**config.mk**
```make
export PLATFORM = sky130hd
export DESIGN_NAME = str_ring_monitor
export DESIGN_NICKNAME = d
export VERILOG_FILES = /design/src/rtl/str_ring_monitor.sv
export SDC_FILE = /design/constraint.sdc
export NUM_CORES = 1
export LEC_CHECK = 0
export CAP_MARGIN = 25
export CORE_MARGIN = 2
export CORE_UTILIZATION = 41
export DETAILED_ROUTE_END_ITERATION = 8
export HOLD_SLACK_MARGIN = 0.08
export SKIP_CTS_REPAIR_TIMING = 1
export SLEW_MARGIN = 20
export SYNTH_ARGS = -nofsm -noshare
export SYNTH_HDL_FRONTEND = slang
export SYNTH_SLANG_ARGS = --single-unit
```
**constraint.sdc**
```tcl
create_clock -name clk -period 5.4 [get_ports clk]
set_clock_uncertainty 0.05 [all_clocks]
set_input_delay 0.81 -clock clk [delete_from_list [all_inputs] [get_ports clk]]
set_output_delay 0.81 -clock clk [all_outputs]
set_load 0.005 [all_outputs]
```
**src/rtl/str_ring_monitor.sv**
```systemverilog
// Synchronous readout for a self-timed NOR/INV ring. It measures edges on one
// selected stage over a clk-cycle window and snapshots the ring token count.
module str_ring_monitor #(
   parameter int N_STAGES = 30,
   parameter int CNT_W    = 16,
   parameter int WIN_W    = 16,
   parameter int SEL_W    = 5
) (
   input  logic                clk,
   input  logic                rst,
   input  logic [N_STAGES-1:0] ring_q,
   input  logic                start,
   input  logic [WIN_W-1:0]    window_len,
   input  logic [SEL_W-1:0]    tap_sel,
   output logic                busy,
   output logic                done,
   output logic [CNT_W-1:0]    edge_count,
   output logic [SEL_W:0]      token_count,
   output logic                overflow
);

   localparam int TOK_W = SEL_W + 1;

   typedef enum logic [1:0] {IDLE, ARM, COUNT, REPORT} state_t;

   state_t              state, state_nx;
   logic [N_STAGES-1:0] s_meta, s;
   logic                tap_d;
   logic [SEL_W-1:0]    tap_r;
   logic [WIN_W-1:0]    win_len_r, win_cnt;
   logic                tap_now, edge_hit, last_cycle;
   logic [TOK_W-1:0]    token_nx;

   assign tap_now    = s[tap_r];
   assign edge_hit   = tap_now ^ tap_d;
   assign last_cycle = (win_cnt == win_len_r - 1'b1);

   // Tokens sit wherever neighbouring stages disagree, including the wrap pair.
   always_comb begin
      token_nx = '0;
      for (int i = 0; i < N_STAGES; i++) begin
         token_nx = token_nx + TOK_W'(s[i] ^ s[(i + 1) % N_STAGES]);
      end
   end

   always_ff @(posedge clk or posedge rst) begin
      if (rst) state <= IDLE;
      else     state <= state_nx;
   end

   always_comb begin
      state_nx = state;
      busy     = (state != IDLE);
      done     = 1'b0;
      case (state)
         IDLE:    if (start) state_nx = ARM;
         ARM:     state_nx = (win_len_r == '0) ? REPORT : COUNT;
         COUNT:   if (last_cycle) state_nx = REPORT;
         REPORT: begin
            done     = 1'b1;
            state_nx = IDLE;
         end
         default: state_nx = IDLE;
      endcase
   end

   // Only s_meta ever sees raw ring_q; tap_d always trails the selected tap by one
   // cycle, so the ARM cycle primes it and the first COUNT cycle sees no false edge.
   always_ff @(posedge clk or posedge rst) begin
      if (rst) begin
         s_meta      <= '0;
         s           <= '0;
         tap_d       <= 1'b0;
         tap_r       <= '0;
         win_len_r   <= '0;
         win_cnt     <= '0;
         edge_count  <= '0;
         token_count <= '0;
         overflow    <= 1'b0;
      end else begin
         s_meta <= ring_q;
         s      <= s_meta;
         tap_d  <= tap_now;
         case (state)
            IDLE: begin
               if (start) begin
                  win_len_r <= window_len;
                  tap_r     <= (32'(tap_sel) < N_STAGES) ? tap_sel : '0;
               end
            end
            ARM: begin
               edge_count <= '0;
               overflow   <= 1'b0;
               win_cnt    <= '0;
            end
            COUNT: begin
               win_cnt <= win_cnt + 1'b1;
               if (edge_hit) begin
                  if (edge_count == '1) overflow   <= 1'b1;
                  else                  edge_count <= edge_count + 1'b1;
               end
               if (last_cycle) token_count <= token_nx;
            end
            default: ;
         endcase
      end
   end

endmodule
```
==> results of run 1 <==
placed cells by master, fill, tap and decap left out, drive strengths merged, types with 18 or more instances in the layout:
cell type and count:
o21ai 22, mux2 21, clkbuf 18, xnor2 43
dfrtp 123, inv 39, fa 21, xor2 19
nor2 26, nand2 47, clkdlybuf4s50 78
kinds of logic (layout without fill, tap and decap cells):
kind of cell	Yosys count	after routing	synth area share, %
adder cells (fa/ha/maj)	38	38	9.78
multiplexers	38	38	7.67
XOR/XNOR	62	62	8.50
AO/OA/AOI/OAI	79	79	8.27
flip-flops	123	123	47.5
AND/OR/NAND/NOR	168	168	14.4
buffers and inverters	55	151	3.86
power groups by stage:
| stage | sequential, uW | clock [uW] | combinational, uW |
|---|---|---|---|
| 4_1_cts | 1020 | 1190 | 1380 |
| 6_report | 1020 | 1150 | 1380 |
| 3_5_place_dp | 1030 | 0 | 1370 |
| 3_3_place_gp | 1030 | 0 | 1330 |
| 5_1_grt | 1030 | 1230 | 1590 |
| 2_1_floorplan | 1020 | 0 | 1060 |
registers in the layout (all words and copies together), names as in the netlist, 2 cells and up:
signal       count
s               30
s_meta          30
edge_count      16
win_cnt         16
win_len_r       16
token_count      6
tap_r            5
state            2
layer usage:
metal | global-route usage (%) | vias to the layer above | wire (um)
li1 | - | 2143 | -
met1 | 22.2 | 2223 | 5900
met2 | 30.0 | 103 | 7010
met3 | 4.67 | 10 | 559
met4 | 5.25 | 0 | 142
met5 | 0 | - | 0
worst min-delay path by stage:
| stage | startpoint | endpoint | slack (ps) | cells past startpoint |
|---|---|---|---|---|
| CTS | s_meta[26] | s[26] | 300 | 0 |
| floorplan | s_meta[0] | s[0] | 280 | 0 |
| global placement | s_meta[29] | s[29] | 290 | 0 |
| global route | s_meta[26] | s[26] | 300 | 0 |
| finish | s_meta[26] | s[26] | 290 | 0 |
| detailed placement | s_meta[19] | s[19] | 290 | 0 |
worst max-delay path: cells and delay by family, from the launching register on:
| family | cells | cell delay, ps |
|---|---|---|
| adder cells (fa/ha/maj) | 8 | 3580 |
| multiplexers | 1 | 260 |
| AO/OA/AOI/OAI | 2 | 180 |
| buffers and inverters | 5 | 300 |
| XOR/XNOR | 2 | 280 |
| flip-flops | 1 | 410 |
through the flow:
| stage | setup slack (ps) | power (uW) | area (um2) | cells |
|---|---|---|---|---|
| 2_1_floorplan | 392 | 2080 | 6470 | 563 |
| 3_3_place_gp | 278 | 2360 | 7430 | 837 |
| 3_5_place_dp | 216 | 2410 | 7430 | 837 |
| 4_1_cts | 198 | 3590 | 8040 | 869 |
| 5_1_grt | 16.2 | 3850 | 8060 | 870 |
| 6_report | 230 | 3550 | 8060 | 870 |
area by class of cell:
| class | instances | area [um2] |
|---|---|---|
| inverters | 39 | 151 |
| fillers | 1348 | 7250 |
| well taps | 211 | 264 |
| repair buffers | 80 | 803 |
| multi-input cells | 385 | 3150 |
| flip-flops and latches | 123 | 3080 |
| clock inverters | 14 | 173 |
| clock buffers | 18 | 439 |
==> metrics.md, run 1 <==
| Metric | Value |
|---|---|
| Outcome | finished, final reports clean |
| Post-synthesis sequential area ratio | 47.5% |
| Leading post-synthesis cells by cell area | dfrtp_1, fa_1, xnor2_1 |
| Total negative setup slack | 0 ps |
| Remaining design rule violation count | 0 |
| Number of cells on the worst reg-to-reg path | 18 |
| Synth Instances | 563 |
| Per-cell via count in the routed design | 5.15 |
| DRT iter0 DRCs | 236 |
| Part of the power in the clock network | 32.5% |
| Master of the slowest instance on the critical path | fa_1 |
| Floorplan die area | 16,800 um2 |
| P&R area growth vs syn | 24.5% |
| Core box area | 15,300 um2 |
| Final hold viol count | 0 |
| Switch share | 32.7% |
| Clock sink count | 123 |
| Max cap viols | 0 |
| Commonest cells post-synth | dfrtp_1, nand2_1, xnor2_1, inv_1, nor2_1 |
| FP Rows | 45 |
| Switching power | 1160 uW |
| Initial antenna violation count | 0 |
| Number of nets in the synthesized netlist | 655 |
| Logic pwr share | 38.8% |
| Time the final worst path needs with I/O delays and setup | 5170 ps |
| Share of synthesized flip-flops with an asynchronous set or reset | 100% |
| Slew margin rel. | 36.9% |
| Register share of total power | 28.7% |
| Cell accounting for the most synthesized area | dfrtp_1 |
| Half-perimeter wire length of the detailed placement result | 10,100 um |
| Flip-flop cell with the highest count after synthesis | dfrtp_1 |
| Final setup violation count | 0 |
| Maximum number of pins on one net before global-route repair | 84 |
| Startpoint of the most critical register-to-register path | s[11] |
| Top cell by count, worst path | fa_1 |
| Worst Setup End Kind | flop |
| Diodes inserted | 0 |
| Count of input and output buffers | 78 |
| Max H-tree Level | 4 |
| Fraction of the core area covered by cells at the end of the flow | 52.6% |
| Peak supply drop | 0.440 mV |
| Period utilisation layout | 95.7% |
| Reg2Reg Setup Slack | 230 ps |
| Post-synthesis instance area | 6470 um2 |
| Worst path required time | 5640 ps |
| Longest Clk Path Bufs | 2 |
| Routed length per placed instance | 15.6 um |
| Number of buffers inserted during clock tree synthesis | 17 |
| Die outline height | 130 um |
| Initial core utilization | 42.3% |
| Share of layout cells above drive strength 1 | 11.1% |
| Smallest hold slack | 292 ps |
| Startpoint of the most critical setup path | s[11] |
| Number of synthesized register bits | 123 |
| Clock-pin transition on the worst setup and hold timing paths | 60 ps |
| Antenna viol nets, final | 0 |
| Slew @ Worst Pin | 945 ps |
| Path type of the worst setup path | flop to flop |
| Leakage power | 0.00355 uW |
| Type of the worst min-delay path | flop to flop |
| Wire length reported by the detailed router | 13,600 um |
| Highest fanout seen on the critical path | 3 |
| Post-layout nets | 738 |
| Later-pin clock latency in the skew report | 410 ps |
| Count of TritonRoute iterations in the first routing pass | 4 |
| Cell at the root of the clock tree | clkbuf_16 |
| First-pass GRT wire length | 22,700 um |
| X dimension of the die | 130 um |
| Total congestion overflow after global routing | 0 |
| EDFF count, synth | 0 |
| Max Freq | 193 MHz |
| Cell chain of the critical path | xnor2_1, fa_1, inv_1, fa_1, inv_1, fa_1, fa_1, fa_1, fa_1, inv_1, ha_1, inv_1, fa_1, inv_1, a21o_1, a21oi_2, xnor2_1, mux2_4 |
| Top-area cell type share of the netlist area | 47.5% |
| Cell internal power dissipation | 2390 uW |
| Crit path DAT | 5410 ps |
| Max-slew violation count | 0 |
| Total via count in the routed design | 4,479 |
| Unrepaired setup endpoints after global routing | false |
| Via count of the first global-routing pass | 4,525 |
| Total track usage | 17.7% |
| TritonCTS clock tree | built |
| Most frequently used cell type in the post-synthesis netlist | dfrtp_1 |
| Critical path's largest stage delay | 540 ps |
| Ratio of total power to cell area | 441 nW/um2 |
| I/O pins | 79 |
| Yosys Warn Count | 0 |
| Startpoint type of the worst setup path | flop |
| Netlist cell types | 66 |
| Last weighted congestion value of the routability-driven placer | 0.856 |
| Syn_area_per_cell | 11.5 um2 |
| Capturing instance or port of the critical path | token_count[4] |
| R2R Path End | token_count[4] |
(Power assumes the default switching activity.)
==> run 2: changes to the inputs <==
CORE_MARGIN = unset   (was 2)
==> metrics.md, run 2 (synthesized netlist as in run 1, its figures left out) <==
| Metric | Value |
|---|---|
| Half-perimeter wire length of the detailed placement result | 10,200 um |
| Worst Hold Depth | 0 |
| Count of TritonRoute iterations in the first routing pass | 4 |
| Leading registers by flop count | s x30, s_meta x30 |
| Peak supply drop | 0.261 mV |
| Reg2Reg Setup Slack | 240 ps |
| Startpoint type of the worst setup path | flop |
| Type of the worst min-delay path | flop to flop |
| Logic pwr share | 38.2% |
| Floorplan die area | 16,300 um2 |
| Via count of the first global-routing pass | 4,701 |
| Maximum number of pins on one net before global-route repair | 80 |
| Switch share | 32.5% |
| Slew margin rel. | 40.1% |
| Outcome | finished, final reports clean |
| Cell at the root of the clock tree | clkbuf_16 |
| Leading cell type in the layout, fill and taps excluded | dfrtp_1 |
| X dimension of the die | 128 um |
| Total negative setup slack | 0 ps |
| Count of input and output buffers | 78 |
| Per-cell via count in the routed design | 5.15 |
| Part of the power in the clock network | 33.1% |
| Dominant delay contributor by cell family on the critical path | adder cells |
| Total congestion overflow after global routing | 0 |
| Clock sink count | 123 |
| FP Rows | 45 |
| Routed length per placed instance | 15.9 um |
| Later-pin clock latency in the skew report | 410 ps |
| Wire length reported by the detailed router | 13,900 um |
| Time the final worst path needs with I/O delays and setup | 5160 ps |
| First-pass GRT wire length | 23,200 um |
| TritonCTS clock tree | built |
| Filler cell count | 1,372 |
| Clock-pin transition on the worst setup and hold timing paths | 50 ps |
| Max cap viols | 0 |
| Remaining design rule violation count | 0 |
| Number of buffers inserted during clock tree synthesis | 17 |
| Critical hold path startpoint | s_meta[28] |
| Max H-tree Level | 4 |
| Worst path required time | 5640 ps |
| Worst Setup End Kind | flop |
| Total via count in the routed design | 4,487 |
| Crit path DAT | 5400 ps |
| DRT iter0 DRCs | 190 |
| R2R Path End | token_count[4] |
| Last weighted congestion value of the routability-driven placer | 0.855 |
| Max Freq | 194 MHz |
| Total track usage | 18.5% |
| Startpoint of the most critical register-to-register path | s[18] |
| Highest fanout seen on the critical path | 3 |
| Number of cells on the worst reg-to-reg path | 16 |
| Longest Clk Path Bufs | 2 |
| Highest-count cells in the layout ignoring fill and taps | dfrtp_1, clkdlybuf4s50_1, nand2_1 |
| Fraction of the core area covered by cells at the end of the flow | 52.9% |
| Switching power | 1160 uW |
| Endpoint, Worst Hold | s[28] |
| Buffer and inverter count on the worst path | 3 |
| Diodes inserted | 0 |
| I/O pins | 79 |
| Post-layout nets | 739 |
| Overall power consumption | 3550 uW |
| Max-slew violation count | 0 |
| Unrepaired setup endpoints after global routing | false |
| Path type of the worst setup path | flop to flop |
| P&R area growth vs syn | 25.1% |
| Period utilisation layout | 95.6% |
| Final hold viol count | 0 |
| Core box area | 15,300 um2 |
| Critical path's largest stage delay | 590 ps |
| Final critical-path setup slack | 238 ps |
| Initial antenna violation count | 0 |
| Antenna viol nets, final | 0 |
| Ratio of total power to cell area | 439 nW/um2 |
| Die outline height | 128 um |
| Register share of total power | 28.7% |
| Leakage power | 0.00358 uW |
| Share of layout cells above drive strength 1 | 11.5% |
| Slew @ Worst Pin | 896 ps |
| Top cell by count, worst path | fa_1 |
| Final setup violation count | 0 |
| Setup WS pre-CTS | 176 ps |
| Initial core utilization | 42.3% |
| Cell internal power dissipation | 2400 uW |
| Cell chain of the critical path | xnor2_2, fa_1, fa_1, fa_1, fa_1, fa_1, fa_1, inv_1, ha_1, inv_1, fa_1, inv_1, a21o_1, a21oi_1, xnor2_1, mux2_4 |
| Master of the slowest instance on the critical path | fa_1 |
[run 2: cell count changes in the layout (fill, tap and decap cells not counted), sizes merged]
cell      change
clkinvlp      -2
inv           +2
buf           +1
clkbuf        +1
clkinv        -1
[run 2: final cells by class]
class | instances | area [um2] | share of cell area [%]
timing repair buffer | 81 | 823 | 10.2
clock inverter | 13 | 166 | 2.05
clock buffer | 19 | 453 | 5.59
inverter | 39 | 149 | 1.84
multi-input combinational | 385 | 3170 | 39.1
tap | 211 | 264 | 3.26
sequential | 123 | 3080 | 38.0
[run 2: worst max path at each step]
stage,from,to,depth (start not counted)
detailed placement,s[11],token_count[4],18
floorplan,s[11],token_count[4],18
global placement,s[11],token_count[4],18
global route,s[20],token_count[4],16
CTS,s[11],token_count[4],18
finish,s[18],token_count[4],16
[run 2: per-stage QoR]
step	hold slack (ps)	cells	instance area [um2]
after floorplan	281	563	6470
after global routing	304	871	8100
final	297	871	8100
after CTS	297	869	8050
after global placement	284	837	7430
after detailed placement	285	837	7430
[run 2: worst register-to-register path, delay by kind of cell (launching register included)]
family,cells,cell delay (ps)
adder cells (fa/ha/maj),8,3600
flip-flops,1,430
XOR/XNOR,2,340
multiplexers,1,260
buffers and inverters,3,180
AO/OA/AOI/OAI,2,180
[run 2: power groups by stage]
stage / registers [uW] / clock network, uW / logic, uW
2_1_floorplan: 1020 / 0 / 1060
3_5_place_dp: 1040 / 0 / 1380
6_report: 1020 / 1180 / 1360
5_1_grt: 1030 / 1250 / 1580
4_1_cts: 1020 / 1210 / 1390
3_3_place_gp: 1030 / 0 / 1320
[run 2: routing by layer]
| metal | global-route usage [%] | routed length, um | vias to the layer above |
|---|---|---|---|
| met2 | 32.5 | 7220 | 75 |
| met1 | 22.3 | 5980 | 2254 |
| met4 | 5.95 | 168 | 0 |
| met5 | 0 | 0 | - |
| li1 | - | - | 2139 |
| met3 | 4.55 | 492 | 19 |
